### config.mk
export PLATFORM = sky130hd
export DESIGN_NAME = ifetch
export DESIGN_NICKNAME = d
export VERILOG_FILES = /design/src/rtl/ifetch_pkg.sv /design/src/rtl/ifetch_fifo.sv /design/src/rtl/ifetch.sv
export SDC_FILE = /design/constraint.sdc
export NUM_CORES = 1
export LEC_CHECK = 0
export ABC_CLOCK_PERIOD_IN_PS = 7850
export CORE_ASPECT_RATIO = 1.1
export CORE_MARGIN = 5
export CORE_UTILIZATION = 52
export DETAILED_ROUTE_END_ITERATION = 10
export HOLD_SLACK_MARGIN = 0.05
export PLACE_DENSITY_LB_ADDON = 0.15
export SLEW_MARGIN = 10
export SYNTH_ARGS = -nofsm -noshare
export SYNTH_HDL_FRONTEND = slang
export SYNTH_HIERARCHICAL = 1
export SYNTH_SLANG_ARGS = --single-unit
### constraint.sdc
create_clock -name clk -period 7.85 [get_ports clk]
set_input_delay 2.355 -clock clk [delete_from_list [all_inputs] [get_ports clk]]
set_output_delay 2.355 -clock clk [all_outputs]
set_load 0.005 [all_outputs]
### src/rtl/ifetch_pkg.sv
// Shared types and constants for the instruction fetch stage.
package ifetch_pkg;

  localparam int unsigned XLEN = 32;

  localparam logic [XLEN-1:0] NOP_INSTR        = 32'h0000_0013;
  localparam logic [XLEN-1:0] DEFAULT_RESET_PC = 32'h0000_0000;

  typedef struct packed {
    logic [XLEN-1:0] pc;
    logic [XLEN-1:0] instr;
  } fetch_entry_t;

  // Clears the byte offset of an address.
  function automatic logic [XLEN-1:0] word_align(input logic [XLEN-1:0] addr);
    return addr & 32'hFFFF_FFFC;
  endfunction

endpackage

### src/rtl/ifetch_fifo.sv
// Prefetch FIFO of {pc, instr} entries with synchronous flush; flush beats push.
module ifetch_fifo
  import ifetch_pkg::*;
#(
  parameter int unsigned DEPTH = 2,
  localparam int unsigned PTR_W = $clog2(DEPTH),
  localparam int unsigned CNT_W = $clog2(DEPTH) + 1
) (
  input  logic               clk,
  input  logic               reset_n,
  input  logic               flush,
  input  logic               push,
  input  fetch_entry_t       push_data,
  input  logic               pop,
  output fetch_entry_t       head,
  output logic [CNT_W-1:0]   count,
  output logic               empty,
  output logic               full
);

  fetch_entry_t     mem_q [DEPTH];
  logic [PTR_W-1:0] wr_ptr;
  logic [PTR_W-1:0] rd_ptr;
  logic             do_push;
  logic             do_pop;

  assign empty   = (count == '0);
  assign full    = (count == CNT_W'(DEPTH));
  assign do_pop  = pop & ~empty;
  assign do_push = push & (~full | do_pop);
  assign head    = mem_q[rd_ptr];

  // Pointers wrap naturally because DEPTH is a power of two.
  always_ff @(posedge clk or negedge reset_n) begin
    if (!reset_n) begin
      wr_ptr <= '0;
      rd_ptr <= '0;
      count  <= '0;
    end else if (flush) begin
      wr_ptr <= '0;
      rd_ptr <= '0;
      count  <= '0;
    end else begin
      if (do_push) wr_ptr <= wr_ptr + PTR_W'(1);
      if (do_pop)  rd_ptr <= rd_ptr + PTR_W'(1);
      count <= count + CNT_W'(do_push) - CNT_W'(do_pop);
    end
  end

  always_ff @(posedge clk) begin
    if (do_push && !flush) mem_q[wr_ptr] <= push_data;
  end

endmodule

### src/rtl/ifetch.sv
// Instruction fetch stage: fetch PC, in-order imem requests, prefetch FIFO, redirect.
// Optional IFETCH_BYPASS_EN forwards a response straight to the outputs when the FIFO is empty.
module ifetch
  import ifetch_pkg::*;
#(
  parameter int unsigned DEPTH    = 2,
  parameter logic [31:0] RESET_PC = DEFAULT_RESET_PC
) (
  input  logic        clk,
  input  logic        reset_n,
  output logic        imem_req_valid,
  input  logic        imem_req_ready,
  output logic [31:0] imem_req_addr,
  input  logic        imem_rsp_valid,
  input  logic [31:0] imem_rsp_data,
  input  logic        PCSrc,
  input  logic [31:0] PCTarget,
  input  logic        instr_ready,
  output logic        instr_valid,
  output logic [31:0] Instr,
  output logic [31:0] PC,
  output logic [31:0] PCPlus4,
  output logic [6:0]  op,
  output logic [2:0]  funct3,
  output logic        funct7b5
);

  localparam int unsigned CNT_W = $clog2(DEPTH) + 1;
  localparam int unsigned PTR_W = $clog2(DEPTH);
  localparam int unsigned SUM_W = CNT_W + 1;

  logic             running;
  logic [31:0]      fetch_pc;
  logic [31:0]      fetch_pc_nxt;
  logic [CNT_W-1:0] outstanding;
  logic [CNT_W-1:0] outstanding_nxt;
  logic [CNT_W-1:0] discard;
  logic [CNT_W-1:0] discard_nxt;

  logic [31:0]      shadow_q [DEPTH];
  logic [PTR_W-1:0] sh_wr;
  logic [PTR_W-1:0] sh_rd;
  logic [31:0]      rsp_pc;

  logic             req_fire;
  logic             rsp_keep;
  logic             retire;
  logic             redirect;

  fetch_entry_t     fifo_head;
  fetch_entry_t     fifo_wdata;
  logic [CNT_W-1:0] fifo_count;
  logic             fifo_empty;
  logic             fifo_full;
  logic             fifo_push;
  logic             fifo_pop;

  // Issue only while in-flight plus buffered words leave room in the FIFO.
  assign imem_req_valid = running & ~fifo_full &
                          ((SUM_W'(outstanding) + SUM_W'(fifo_count)) < SUM_W'(DEPTH));
  assign imem_req_addr  = fetch_pc;

  assign req_fire = imem_req_valid & imem_req_ready;
  assign rsp_keep = imem_rsp_valid & (discard == '0);
  assign retire   = instr_valid & instr_ready;
  assign redirect = retire & PCSrc;
  assign rsp_pc   = shadow_q[sh_rd];

`ifdef IFETCH_BYPASS_EN
  logic bypass_hit;
  assign bypass_hit = fifo_empty & rsp_keep;
  assign fifo_push  = rsp_keep & ~redirect & ~(bypass_hit & instr_ready);
`else
  assign fifo_push  = rsp_keep & ~redirect;
`endif

  assign fifo_pop   = retire & ~fifo_empty;
  assign fifo_wdata = '{pc: rsp_pc, instr: imem_rsp_data};

  ifetch_fifo #(
    .DEPTH (DEPTH)
  ) u_fifo (
    .clk       (clk),
    .reset_n   (reset_n),
    .flush     (redirect),
    .push      (fifo_push),
    .push_data (fifo_wdata),
    .pop       (fifo_pop),
    .head      (fifo_head),
    .count     (fifo_count),
    .empty     (fifo_empty),
    .full      (fifo_full)
  );

  // Next fetch PC and counters; discard covers every request still in flight after a redirect.
  always_comb begin
    fetch_pc_nxt    = fetch_pc;
    outstanding_nxt = outstanding + CNT_W'(req_fire) - CNT_W'(imem_rsp_valid);
    discard_nxt     = discard;

    if (imem_rsp_valid && (discard != '0)) discard_nxt = discard - CNT_W'(1);
    if (req_fire) fetch_pc_nxt = fetch_pc + 32'd4;

    if (redirect) begin
      fetch_pc_nxt = word_align(PCTarget);
      discard_nxt  = outstanding_nxt;
    end
  end

  always_ff @(posedge clk or negedge reset_n) begin
    if (!reset_n) begin
      running     <= 1'b0;
      fetch_pc    <= word_align(RESET_PC);
      outstanding <= '0;
      discard     <= '0;
    end else begin
      running     <= 1'b1;
      fetch_pc    <= fetch_pc_nxt;
      outstanding <= outstanding_nxt;
      discard     <= discard_nxt;
    end
  end

  // In-order shadow of issued addresses; every response, kept or dropped, consumes one.
  always_ff @(posedge clk or negedge reset_n) begin
    if (!reset_n) begin
      sh_wr <= '0;
      sh_rd <= '0;
    end else begin
      if (req_fire)       sh_wr <= sh_wr + PTR_W'(1);
      if (imem_rsp_valid) sh_rd <= sh_rd + PTR_W'(1);
    end
  end

  always_ff @(posedge clk) begin
    if (req_fire) shadow_q[sh_wr] <= fetch_pc;
  end

  // Head presentation; NOP and PC 0 when nothing is valid.
  always_comb begin
    instr_valid = 1'b0;
    Instr       = NOP_INSTR;
    PC          = '0;
    if (!fifo_empty) begin
      instr_valid = 1'b1;
      Instr       = fifo_head.instr;
      PC          = fifo_head.pc;
    end
`ifdef IFETCH_BYPASS_EN
    else if (bypass_hit) begin
      instr_valid = 1'b1;
      Instr       = imem_rsp_data;
      PC          = rsp_pc;
    end
`endif
  end

  assign PCPlus4  = PC + 32'd4;
  assign op       = Instr[6:0];
  assign funct3   = Instr[14:12];
  assign funct7b5 = Instr[30];

endmodule

# Word-level counts from Yosys, hierarchy flattened
# Memories as Yosys holds them, arrays and structs flattened.
# Cells that the tools add are included.
dict set report totals {
  mem_bits_ro 0
  memories 2
  out_inout_bits 141
  regBits 43
  inputBits 70
  elab_cells 65
  ramBits 192
  latch_bits 0
}
# memory words word_bits rd rd_clocked_by_memory_dff write_ports line_no
set mem_list {}
lappend mem_list {u_fifo.mem_q 2 64 1 0 1 ifetch_fifo.sv:21} ;# fetch_entry_t mem_q [DEPTH];
lappend mem_list {shadow_q 2 32 1 0 1 ifetch.sv:40} ;# logic [31:0] shadow_q [DEPTH];
dict set report classes {
  bitwise 14
  n_mul 0
  n_addsub 12
  muxes 16
  eq_ne 1
  n_reduce_logical 10
  n_shift 0
  div 0
  n_lt_le_gt_ge 1
}
# cell n
set op_table {}
lappend op_table {{two-way mux 32 bit} 4}
lappend op_table {{adder 32 x 3 -> 32 bit, second input constant} 2}
lappend op_table {{bitwise AND 1 bit} 10}
lappend op_table {{nonzero test 2 bit} 5}
lappend op_table {{two-way mux 1 bit} 9}
lappend op_table {{two-way mux 2 bit} 3}
lappend op_table {{adder 1 bit, second input constant} 4}
lappend op_table {{adder 2 x 1 -> 2 bit} 2}
lappend op_table {{zero test 2 bit} 2}
lappend op_table {{subtractor 2 x 1 -> 2 bit} 2}
lappend op_table {{adder 2 x 2 -> 3 bit} 1}
lappend op_table {{less-than comparator 3 x 2 -> 1 bit, second input constant} 1}
lappend op_table {{NOT 1 bit} 3}
lappend op_table {{equality test 2 bit, second input constant} 1}
lappend op_table {{logical AND 1 bit} 2}
lappend op_table {{subtractor 2 x 1 -> 2 bit, second input constant} 1}
lappend op_table {{zero test 1 bit} 1}
lappend op_table {{bitwise OR 1 bit} 1}

# Logic depth before layout (Yosys ltp)
# Gate-level depths: netlist of run 1.
dict set report depth {
  depth_word 10
  ltp_mapped 13
  ltp_nobuf 12
}

# Modules after synthesis
# Netlist of run 1, hierarchy kept.
# mod area_per_inst_um2 seq_area_each_um2 cells_per_inst n_inst
set by_module_without_submodules {}
lappend by_module_without_submodules {ifetch 5362.6 2727.6 501 1}
lappend by_module_without_submodules {ifetch_fifo 4902.2 3943.8 228 1}

# Least setup slack after synthesis of run 1
# OpenSTA, ideal clock, no wires.
dict set report synth_path {
  kind {input-to-reg}
  from {input instr_ready}
  to {memory u_fifo/mem_q[1][0] in the netlist's numbering (enable)}
  setup_time_ps 578
  path_stages 6
  required_ps 7272
  arrival_ps 7867
  path_slack_ps -595
  path_buffers 2
  cell_sequence {nor2b_1 nand2_1 inv_1 clkbuf_1 clkbuf_1 nor3b_1}
}
dict set report synth_between {
  elab_chain_len 8
  elab_cells_between_ends 12
  classes_between {mux: 2; bitwise: 8; reduce/logical: 2}
}
# item line_no
set synth_rtl {}
lappend synth_rtl {{from (decl)} ifetch.sv:18} ;# input logic instr_ready,
lappend synth_rtl {{bitwise AND 1 bit *} ifetch.sv:65} ;# assign retire = instr_valid & instr_ready;
lappend synth_rtl {{bitwise AND 1 bit *} ifetch.sv:66} ;# assign redirect = retire & PCSrc;
lappend synth_rtl {{via redirect} ifetch.sv:48} ;# logic redirect;
lappend synth_rtl {{NOT 1 bit} ifetch.sv:74} ;# assign fifo_push = rsp_keep & ~redirect;
lappend synth_rtl {{bitwise AND 1 bit} ifetch.sv:74}
lappend synth_rtl {{bitwise AND 1 bit} ifetch_fifo.sv:30} ;# assign do_push = push & (~full | do_pop);
lappend synth_rtl {{logical AND 1 bit *} ifetch_fifo.sv:51} ;# if (do_push && !flush) mem_q[wr_ptr] <= push_data;
lappend synth_rtl {{two-way mux 1 bit *} ifetch_fifo.sv:51}
lappend synth_rtl {{two-way mux 1 bit (implied by the code) *} ifetch_fifo.sv:51}
lappend synth_rtl {{to (decl)} ifetch_fifo.sv:21}
# The timed path passes the listed nets; every way through them passes the cells marked *.

==> results of run 1 <==
==> layout by cell type (no fill, tap or decap), types with 3 or more instances in the layout <==
cell,synthesis,final
sky130_fd_sc_hd__nor2b_1,64,64
sky130_fd_sc_hd__or3_1,3,3
sky130_fd_sc_hd__clkbuf_8,0,3
sky130_fd_sc_hd__and3_1,8,8
sky130_fd_sc_hd__nor3_1,5,4
sky130_fd_sc_hd__nand2_1,53,53
sky130_fd_sc_hd__nand3_1,24,24
sky130_fd_sc_hd__xnor2_1,27,27
sky130_fd_sc_hd__nand2b_1,3,3
sky130_fd_sc_hd__clkbuf_16,0,23
sky130_fd_sc_hd__or2_2,3,3
sky130_fd_sc_hd__nor2_1,33,31
sky130_fd_sc_hd__mux2_1,51,51
sky130_fd_sc_hd__a31oi_1,3,3
sky130_fd_sc_hd__o21ai_1,7,7
sky130_fd_sc_hd__clkdlybuf4s50_1,0,205
sky130_fd_sc_hd__dfrtp_1,41,40
sky130_fd_sc_hd__nand4b_1,4,4
sky130_fd_sc_hd__edfxtp_1,188,188
sky130_fd_sc_hd__ha_1,6,6
sky130_fd_sc_hd__and4_1,3,3
sky130_fd_sc_hd__mux2_2,44,44
sky130_fd_sc_hd__bufinv_16,0,5
sky130_fd_sc_hd__buf_4,15,10
sky130_fd_sc_hd__clkinv_2,0,4
sky130_fd_sc_hd__clkbuf_1,16,3
sky130_fd_sc_hd__xor2_1,32,32
sky130_fd_sc_hd__conb_1,2,7
sky130_fd_sc_hd__nand4_1,17,17
sky130_fd_sc_hd__inv_1,11,11
sky130_fd_sc_hd__o21ai_0,25,25
sky130_fd_sc_hd__and2_1,4,4
==> critical path, delay by kind of cell (launching register included) <==
kind / cells / cell delay, ns
and+or+nand+nor: 4 / 1.42
buffers and inverters: 2 / 1.12
DFF: 1 / 0.74
muxes: 1 / 0.33
xor gates and xnor gates: 1 / 0.20
==> layer usage <==
layer	up-vias	GRT usage, %
met5	-	0
met4	0	5.43
met3	41	3.10
met2	218	32.5
met1	3091	26.5
li1	3029	-
==> area by class of cell <==
cell class              count  area (sq um)  share of cell area, %
clock buffers              29           628                   4.71
inverters                  11          41.3                  0.310
well taps                 252           315                   2.37
flip-flops and latches    229          6670                   50.1
repair buffers            216          2130                   16.0
clock inverters            13           195                   1.46
multi-input cells         452          3340                   25.1
==> power breakdown <==
part           internal, mW  total [mW]  switching, mW  leakage, nW
Sequential             1.65        1.88          0.223         2.21
Combinational          1.02        1.83          0.813         2.04
Clock                 0.732        1.17          0.437        0.407
==> per-stage QoR <==
| stage | cells | instance area [sq um] | total power [mW] | hold slack [ns] |
|---|---|---|---|---|
| after floorplan | 734 | 10300 | 2.79 | 0.461 |
| after global placement | 1160 | 12500 | 3.68 | 0.454 |
| after detailed placement | 1160 | 12500 | 3.75 | 0.468 |
| after CTS | 1202 | 13300 | 4.94 | 0.476 |
| after global routing | 1202 | 13300 | 5.16 | 0.500 |
| final | 1202 | 13300 | 4.88 | 0.473 |
==> kinds of logic after synthesis <==
| family | Yosys count |
|---|---|
| other | 2 |
| XOR/XNOR | 59 |
| AO/OA/AOI/OAI | 42 |
| flip-flops | 229 |
| AND/OR/NAND/NOR | 240 |
| buffers and inverters | 53 |
| adder cells (fa/ha/maj) | 7 |
| multiplexers | 97 |
==> worst min-delay path by stage <==
stage,startpoint,endpoint,cells past startpoint
after floorplan,sh_wr,sh_wr,1
after global placement,sh_rd,sh_rd,1
after detailed placement,sh_rd,sh_rd,1
after CTS,sh_rd,sh_rd,1
after global routing,sh_rd,sh_rd,1
final,sh_rd,sh_rd,1
==> state kept, by name, summed over array words and instances (netlist names) <==
register / count
sh_wr: 1
u_fifo/count: 2
sh_rd: 1
outstanding: 2
imem_req_addr: 30
discard: 2
u_fifo/mem_q: 128
shadow_q: 60
u_fifo/rd_ptr: 1
running: 1
u_fifo/wr_ptr: 1
==> flow_summary.json, run 1 <==
{
  "critical_path.reg2reg.startpoint": "u_fifo/count[1]",
  "synth_top_area_cell": "sky130_fd_sc_hd__edfxtp_1",
  "worst-setup-path-type": "register to primary output",
  "worst_clock_skew_ns": 0.0230,
  "drt_drc_violations_left": 0,
  "critical_path.endpoint_type": "primary output",
  "slew_at_the_pin_with_the_worst_max_slew_slack_ns": 1.04,
  "synthMuxAreaShare_pct": 10.7,
  "grt_pass1_vias": 6652,
  "irDropWorstVdd_mv": 0.234,
  "final.min_clock_period_ns": 6.68,
  "routed_wire_length_per_instance_um": 18.4,
  "clock_latency_ns": 0.51,
  "numPortBuffers": 206,
  "clk_path_buf_depth": 3,
  "ctsHoldBuffers": 0,
  "synthTopCellsByArea": "sky130_fd_sc_hd__edfxtp_1 55%, sky130_fd_sc_hd__dfrtp_1 10%, sky130_fd_sc_hd__mux2_1 5.6%, sky130_fd_sc_hd__mux2_2 4.8%, sky130_fd_sc_hd__nor2b_1 3.9%",
  "place_worst_setup_slack_ns": 1.65,
  "post-synth-top-count-cell": "sky130_fd_sc_hd__edfxtp_1",
  "cts_tree": "done",
  "timing.reg2reg.worst_path_depth": 7,
  "critical_path.cell_chain": "buf_4 > mux2_2 > nand4b_1 > nor4_2 > nand4_1 > nor2_1 > xor2_1 > clkdlybuf4s50_1",
  "initialDrtViolationCount": 288,
  "num_vias": 6379,
  "antennaDiodeCount": 0,
  "post-cts-setup-buffer-count": 0,
  "syn2layout_area_growth_pct": 29.8,
  "rr_endpoint": "u_fifo/mem_q[0][14]",
  "synth-async-reset-ratio_pct": 17.9,
  "drt-vias-per-instance": 5.31,
  "synth_area_in_compound_gates_pct": 2.27,
  "yosys.area.top_type_share_pct": 55.0,
  "ys_types": 51,
  "final-hold-violation-count": 0,
  "highest_metal_layer_used_by_the_detailed_router": "met4",
  "cts.sinks": 229,
  "drt-pass1-iter-count": 4,
  "worst-path-max-fanout": 43,
  "detailed_place_hpwl_mm": 15.5,
  "synth_simple_gate_area_share_pct": 13.1,
  "cpMaxStageDelayCell": "sky130_fd_sc_hd__dfrtp_2",
  "start_kind": "register",
  "largest_net_degree_at_the_start_of_global_routing": 65,
  "routedLengthMet1_mm": 9.56,
  "grt_pass1_wl_mm": 35.3,
  "yosys.area_share.adder_pct": 0.926,
  "synth.ff_latch_count": 229,
  "timing.final.max_slew_violations": 0,
  "detailroute.wirelength.met3_mm": 1.40,
  "netlist_top_cells_count": "188 x sky130_fd_sc_hd__edfxtp_1, 64 x sky130_fd_sc_hd__nor2b_1, 53 x sky130_fd_sc_hd__nand2_1",
  "drive_above_1_share_pct": 11.8,
  "max_slew_margin_pct": 30.1,
  "worst-r2r-setup-slack_ns": 4.32,
  "worstPathArrival_ns": 4.33,
  "max_cap_violations": 0,
  "timing_limited_maximum_frequency_mhz": 150,
  "main_synth_ff_type": "sky130_fd_sc_hd__edfxtp_1",
  "synth_xor_area_share_pct": 5.03,
  "die_h_um": 157,
  "worstPathRequired_ns": 5.50,
  "cellLeakagePower_nw": 4.66,
  "dieArea_sq_mm": 0.0227,
  "fp-row-count": 54,
  "sequential_fraction_of_the_synthesis_area_pct": 65.0,
  "number_of_synthesized_flops_with_an_enable_pin": 188,
  "io_pins": 211,
  "finalWeightedCongestion": 0.849,
  "cts_buffers": 23,
  "post_synth_inst_count": 729,
  "synth-warning-count": 6,
  "rsz0062_at_grt": "no",
  "cts-root-buf": "sky130_fd_sc_hd__clkbuf_16",
  "final_util_pct": 67.8,
  "run_status": "complete, no violations",
  "met2WireLength_mm": 10.7,
  "globalRouteTotalUtil_pct": 19.4,
  "postRouteAntennaNets": 0,
  "tns_ns": 0,
  "syn-mean-instance-area_sq_um": 14.1,
  "dominant_combinational_cell_family_by_area_after_synthesis": "simple AND/OR/NAND/NOR gates",
  "report.final.setup_viol": 0,
  "initial_core_util_pct": 52.2,
  "core_area_sq_mm": 0.0197,
  "fill_cells": 1343,
  "antenna_found_initial": 0,
  "routed_wirelength_mm": 22.1,
  "nets": 1010,
  "finalWorstSetupSlack_ns": 1.17,
  "critical_path.max_stage_delay_ns": 0.74,
  "overflow": 0,
  "critical_path.startpoint": "u_fifo/rd_ptr",
  "post_cts_resize_count": 0,
  "min-delay-path-class": "register to register",
  "period_share_pct": 85.2,
  "maximum_level_of_the_cts_h_tree": 1,
  "crit_end": "PCPlus4[30]",
  "cellPowerDensity_mw_per_mm2": 366,
  "post_synth_instance_area_sq_mm": 0.0103,
  "die_width_um": 144,
  "cts.clk_slew.worst_paths_ns": 0.06
}
Power figures use the tool's default switching activity.
==> run 2, diff against run 1 <==
Settings changed: PLACE_DENSITY_LB_ADDON 0.15 to 0.25, SYNTH_HIERARCHICAL 1 to unset.
==> run 2 against run 1 <==
- sequential share of layout area increased by 0.092 points
- via count increased by 3.0%
- register-to-register slack improved by 0.46 ns
- worst setup slack improved by 0.30 ns
- clock skew decreased by 0.013 ns
- power decreased by 1.6%
- synthesized cell count increased by 3.2%
- first-iteration DRC count increased by 24%
- critical endpoint is now PCPlus4[29]
- highest routed layer unchanged
==> flow_summary.json, run 2 <==
{
  "routed_wirelength_mm": 22.0,
  "synth_simple_gate_area_share_pct": 12.9,
  "cts-root-buf": "sky130_fd_sc_hd__clkbuf_16",
  "main_synth_ff_type": "sky130_fd_sc_hd__edfxtp_1",
  "syn2layout_area_growth_pct": 28.5,
  "routed_wire_length_per_instance_um": 18.2,
  "final-hold-violation-count": 0,
  "critical_path.endpoint_type": "primary output",
  "critical_path.max_stage_delay_ns": 0.75,
  "syn-mean-instance-area_sq_um": 13.5,
  "clock_latency_ns": 0.50,
  "postRouteAntennaNets": 0,
  "irDropWorstVdd_mv": 0.209,
  "detailed_place_hpwl_mm": 15.5,
  "largest_net_degree_at_the_start_of_global_routing": 69,
  "cts.sinks": 225,
  "die_width_um": 143,
  "worst-setup-path-type": "register to primary output",
  "post_synth_inst_count": 752,
  "clk_path_buf_depth": 3,
  "fp-row-count": 53,
  "use_met3_pct": 4.19,
  "min-delay-path-class": "register to register",
  "die_h_um": 157,
  "max_slew_margin_pct": 36.2,
  "run_status": "complete, no violations",
  "cts_buffers": 23,
  "most-common-layout-cells": "201 x sky130_fd_sc_hd__clkdlybuf4s50_1, 184 x sky130_fd_sc_hd__edfxtp_1, 74 x sky130_fd_sc_hd__nor2_1",
  "cellPowerDensity_mw_per_mm2": 368,
  "initial_core_util_pct": 53.1,
  "ctsHoldBuffers": 0,
  "place_worst_setup_slack_ns": 1.96,
  "register_with_the_most_flip_flops": "u_fifo.mem_q",
  "slew_at_the_pin_with_the_worst_max_slew_slack_ns": 0.957,
  "synthTopCellsByArea": "sky130_fd_sc_hd__edfxtp_1 54%, sky130_fd_sc_hd__dfrtp_1 10%, sky130_fd_sc_hd__mux2i_1 6.0%, sky130_fd_sc_hd__mux2_2 3.5%, sky130_fd_sc_hd__xnor2_1 3.1%",
  "start_kind": "register",
  "grt_busiest_layer": "met2",
  "synthMuxAreaShare_pct": 9.55,
  "drt-pass1-iter-count": 4,
  "post_cts_resize_count": 0,
  "maximum_level_of_the_cts_h_tree": 1,
  "synth_top_area_cell": "sky130_fd_sc_hd__edfxtp_1",
  "finalWorstSetupSlack_ns": 1.46,
  "cpMaxStageDelayCell": "sky130_fd_sc_hd__buf_4",
  "core_area_sq_mm": 0.0192,
  "drive_above_1_share_pct": 10.4,
  "worstPathRequired_ns": 5.50,
  "use_met2_pct": 32.7,
  "number_of_synthesized_flops_with_an_enable_pin": 184,
  "synth.ff_latch_count": 225,
  "use_met1_pct": 25.4,
  "worst_clock_skew_ns": 0.0104,
  "tns_ns": 0,
  "synth-warning-count": 0,
  "worstPathArrival_ns": 4.03,
  "globalRouteTotalUtil_pct": 19.3,
  "largest_register_ffs": 124,
  "sequential_fraction_of_the_synthesis_area_pct": 64.4,
  "yosys.area_share.adder_pct": 1.06,
  "timing.final.max_slew_violations": 0,
  "num_vias": 6569,
  "cellLeakagePower_nw": 4.56,
  "max_cap_violations": 0,
  "nets": 1026,
  "cts_tree": "done",
  "finalWeightedCongestion": 0.806,
  "overflow": 0,
  "cts.clk_slew.worst_paths_ns": 0.06,
  "report.final.setup_viol": 0,
  "post-synth-top-count-cell": "sky130_fd_sc_hd__edfxtp_1",
  "antenna_found_initial": 0,
  "grt_pass1_vias": 6489,
  "ys_types": 53,
  "worst-path-max-fanout": 59,
  "period_share_pct": 81.4,
  "post-cts-setup-buffer-count": 0,
  "synth_xor_area_share_pct": 5.34,
  "dominant_combinational_cell_family_by_area_after_synthesis": "simple AND/OR/NAND/NOR gates",
  "drt_drc_violations_left": 0,
  "grt_pass1_wl_mm": 34.4,
  "initialDrtViolationCount": 358,
  "dieArea_sq_mm": 0.0225,
  "timing_limited_maximum_frequency_mhz": 157,
  "numPortBuffers": 202,
  "synth-async-reset-ratio_pct": 18.2,
  "post_synth_instance_area_sq_mm": 0.0102,
  "yosys.area.top_type_share_pct": 54.3,
  "synth_area_in_compound_gates_pct": 3.40,
  "final.min_clock_period_ns": 6.39,
  "critical_path.cell_chain": "buf_4 > nand3_1 > a2111oi_4 > nand3_2 > nor4_2 > xor2_1 > clkdlybuf4s50_1",
  "io_pins": 211,
  "drt-vias-per-instance": 5.42,
  "netlist_top_cells_count": "184 x sky130_fd_sc_hd__edfxtp_1, 76 x sky130_fd_sc_hd__nor2_1, 61 x sky130_fd_sc_hd__mux2i_1",
  "mostFrequentLayoutCell": "sky130_fd_sc_hd__clkdlybuf4s50_1",
  "rsz0062_at_grt": "no",
  "antennaDiodeCount": 0
}
run 2: changes by cell type in the layout (fill, tap and decap cells not counted), moves of 6 or more:
| cell | previous run | this run |
|---|---|---|
| sky130_fd_sc_hd__nor3_1 | 4 | 19 |
| sky130_fd_sc_hd__xor2_1 | 32 | 26 |
| sky130_fd_sc_hd__xnor2_1 | 27 | 36 |
| sky130_fd_sc_hd__nor2_1 | 31 | 74 |
| sky130_fd_sc_hd__a21oi_1 | 2 | 11 |
| sky130_fd_sc_hd__mux2i_1 | 1 | 61 |
| sky130_fd_sc_hd__nor2b_1 | 64 | 4 |
| sky130_fd_sc_hd__nor4_1 | 2 | 9 |
| sky130_fd_sc_hd__mux2_1 | 51 | 0 |
| sky130_fd_sc_hd__mux2_2 | 44 | 32 |
run 2: report_power, final:
group	switching, mW	internal (mW)
Clock	0.422	0.639
Sequential	0.261	1.62
Combinational	0.843	1.02
Total	1.53	3.28
run 2: path summary, 6_finish.rpt:
kind,start,end,slack [ns],depth (start not counted)
max,u_fifo.rd_ptr,PCPlus4[29],1.46,7
min,sh_wr,sh_wr,0.51,1
max reg2reg,u_fifo.count[0],shadow_q[0][18],4.78,6
min reg2reg,sh_wr,sh_wr,0.51,1
max in group asynchronous,reset_n,u_fifo.rd_ptr,5.14,1
min in group asynchronous,reset_n,imem_req_addr[24],2.00,1
run 2: cells by family after synthesis:
group,Yosys count
XOR/XNOR,62
AO/OA/AOI/OAI,54
adder cells (fa/ha/maj),8
other,2
AND/OR/NAND/NOR,249
multiplexers,93
flip-flops,225
buffers and inverters,59
run 2: layer usage:
layer	part of all wire [%]	up-vias	wire length, um
met5	0	-	0
met2	49	250	10700
li1	-	3130	-
met3	8.4	39	1850
met4	2.1	0	459
met1	41	3150	9000
run 2: final cells by class:
class,instances,area (sq um)
inverters,14,52.6
multi-input cells,473,3320
flip-flops and latches,225,6560
repair buffers,211,2080
clock buffers,30,642
well taps,247,309
clock inverters,11,105
fillers,1426,6100
run 2: metrics by stage:
step	cells	utilization [%]	area [sq um]	power, mW	hold WS (ns)
floorplan	757	-	10200	2.80	0.460
global placement	1170	64.3	12300	3.73	0.499
detailed placement	1170	64.3	12300	3.77	0.499
CTS	1211	68.2	13100	4.85	0.514
global route	1211	68.2	13100	5.08	0.529
finish	1211	68.2	13100	4.80	0.512
run 2: worst max-delay path, delay by kind of cell (launching register included):
kind                   cells  cell delay, ns
AND/OR/NAND/NOR            3            0.92
AO/OA/AOI/OAI              1            0.46
XOR/XNOR                   1            0.17
flip-flops                 1            0.69
buffers and inverters      2            1.27
==> run 3, diff against run 2 <==
Settings changed: ABC_CLOCK_PERIOD_IN_PS 7850 to 5650, CORE_UTILIZATION 52 to 47.
Clock period 7.85 ns to 5.65 ns, I/O delays scaled along.
==> run 3 against run 2 <==
- die area up 9.9%
- clock power up 49%
- final cell count up 4.0%
- highest routed layer unchanged
- core utilization down 6.1 points
- critical path type unchanged
- flip-flop and latch count unchanged
==> flow_summary.json, run 3 (synthesis results as in run 2) <==
{
  "finalWeightedCongestion": 0.810,
  "timing.final.max_slew_violations": 0,
  "timing_limited_maximum_frequency_mhz": 188,
  "io_pins": 211,
  "antenna_found_initial": 0,
  "grt_pass1_vias": 6538,
  "report.final.setup_viol": 0,
  "cpMaxStageDelayCell": "sky130_fd_sc_hd__buf_4",
  "rsz0062_at_grt": "no",
  "register_with_the_most_flip_flops": "u_fifo.mem_q",
  "clock_latency_ns": 0.50,
  "core_area_sq_mm": 0.0213,
  "worstPathRequired_ns": 3.95,
  "worst_clock_skew_ns": 0.00694,
  "globalRouteTotalUtil_pct": 17.5,
  "max_cap_violations": 0,
  "ctsHoldBuffers": 0,
  "die_h_um": 164,
  "most-common-layout-cells": "201 x sky130_fd_sc_hd__clkdlybuf4s50_1, 184 x sky130_fd_sc_hd__edfxtp_1, 74 x sky130_fd_sc_hd__nor2_1",
  "detailed_place_hpwl_mm": 15.6,
  "overflow": 0,
  "slew_at_the_pin_with_the_worst_max_slew_slack_ns": 0.784,
  "cts.sinks": 225,
  "max_slew_margin_pct": 47.6,
  "timing.hold.ws_ns": 0.510,
  "cts-root-buf": "sky130_fd_sc_hd__clkbuf_16",
  "grt_pass1_wl_mm": 34.2,
  "initial_core_util_pct": 47.7,
  "critical_path.max_stage_delay_ns": 0.53,
  "min-delay-path-class": "register to register",
  "mostFrequentLayoutCell": "sky130_fd_sc_hd__clkdlybuf4s50_1",
  "tns_ns": 0,
  "run_status": "complete, no violations",
  "numPortBuffers": 202,
  "routed_wirelength_mm": 21.9,
  "die_width_um": 150,
  "critical_path.endpoint_type": "primary output",
  "p_seq_share_pct": 38.0,
  "worst-setup-path-type": "register to primary output",
  "start_kind": "register",
  "clk_path_buf_depth": 3,
  "post-cts-setup-buffer-count": 0,
  "cell_family_contributing_the_most_delay_on_the_critical_path": "buffers and inverters",
  "fp-row-count": 56,
  "routed_wire_length_per_instance_um": 17.4,
  "post_dp_area_sq_mm": 0.0124,
  "worstPathArrival_ns": 3.62,
  "dieArea_sq_mm": 0.0247,
  "buf_inv_on_cp": 2,
  "largest_register_ffs": 124,
  "cellLeakagePower_nw": 4.61,
  "critical_path.cell_chain": "buf_4 > mux2i_1 > a2111oi_4 > nand4_4 > nor4_2 > xor2_1 > clkdlybuf4s50_1",
  "drt-vias-per-instance": 5.11,
  "drive_above_1_share_pct": 11.0,
  "cellPowerDensity_mw_per_mm2": 512,
  "final-hold-violation-count": 0,
  "initialDrtViolationCount": 280,
  "power.share.clock_pct": 23.3,
  "nets": 1031,
  "drt-pass1-iter-count": 5,
  "maximum_level_of_the_cts_h_tree": 1,
  "largest_net_degree_at_the_start_of_global_routing": 54,
  "cts.clk_slew.worst_paths_ns": 0.06,
  "p_switching_mw": 2.12,
  "fraction_of_power_spent_switching_nets_pct": 31.3,
  "postRouteAntennaNets": 0,
  "cell_internal_pwr_mw": 4.65,
  "period_share_pct": 94.0,
  "final.min_clock_period_ns": 5.31,
  "irDropWorstVdd_mv": 0.298,
  "syn2layout_area_growth_pct": 30.0,
  "antennaDiodeCount": 0,
  "cts_buffers": 23,
  "num_vias": 6439,
  "cts_tree": "done",
  "postLayoutCellArea_sq_mm": 0.0132,
  "combPwrFrac_pct": 38.7,
  "worst-path-max-fanout": 50,
  "drt_drc_violations_left": 0
}
-- run 3: changes by cell type in the layout (fill, tap and decap cells not counted) --
cell / delta
sky130_fd_sc_hd__buf_4: +4
sky130_fd_sc_hd__clkbuf_1: -3
sky130_fd_sc_hd__dfrtp_1: -1
sky130_fd_sc_hd__clkbuf_8: -4
sky130_fd_sc_hd__bufinv_16: +3
sky130_fd_sc_hd__buf_12: +1
sky130_fd_sc_hd__clkinv_1: +2
sky130_fd_sc_hd__dfrtp_2: +1
sky130_fd_sc_hd__inv_6: +2
-- run 3: repair_timing --
action / 4_1_cts / 5_1_grt
hold endpoints to repair: 0 / 0
gates resized for setup: 0 / 1
setup endpoints to repair: 0 / 2
-- run 3: cell type report --
cell class,instances,area [sq um]
clock buffers,23,576
fillers,1682,8080
inverters,14,52.6
multi-input cells,473,3320
flip-flops and latches,225,6560
repair buffers,216,2130
clock inverters,18,220
well taps,290,363
-- run 3: through the flow --
step	total power, mW	setup WS, ns	cells	util, %
2_1_floorplan	3.89	0.302	757	-
3_3_place_gp	5.21	0.813	1218	58.3
3_5_place_dp	5.26	0.759	1218	58.3
4_1_cts	6.87	0.182	1259	62.1
5_1_grt	7.17	0.0357	1259	62.1
6_report	6.77	0.336	1259	62.1
-- run 3: final timing paths --
kind / start / end / slack (ns) / cells after the start
worst max-delay path: u_fifo.rd_ptr / PCPlus4[28] / 0.34 / 7
max in group asynchronous: reset_n / u_fifo.rd_ptr / 3.96 / 2
worst max register to register: u_fifo.count[0] / u_fifo.mem_q[1][8] / 2.67 / 6
worst min-delay path: sh_wr / sh_wr / 0.51 / 1
worst min register to register: sh_wr / sh_wr / 0.51 / 1
min in group asynchronous: reset_n / imem_req_addr[26] / 1.27 / 2
-- run 3: per-layer routing --
layer | GRT usage, % | share of wire (%) | vias up
li1 | - | - | 3128
met1 | 22.3 | 40 | 3076
met2 | 30.0 | 49 | 201
met3 | 3.84 | 7.9 | 34
met4 | 5.20 | 2.4 | 0
met5 | 0 | 0 | -
-- run 3: power by group through the flow --
stage,registers (mW),logic (mW),clock network [mW]
floorplan,2.51,1.38,0
global placement,2.59,2.62,0
detailed placement,2.60,2.66,0
CTS,2.57,2.67,1.62
global route,2.62,2.87,1.69
finish,2.57,2.62,1.58
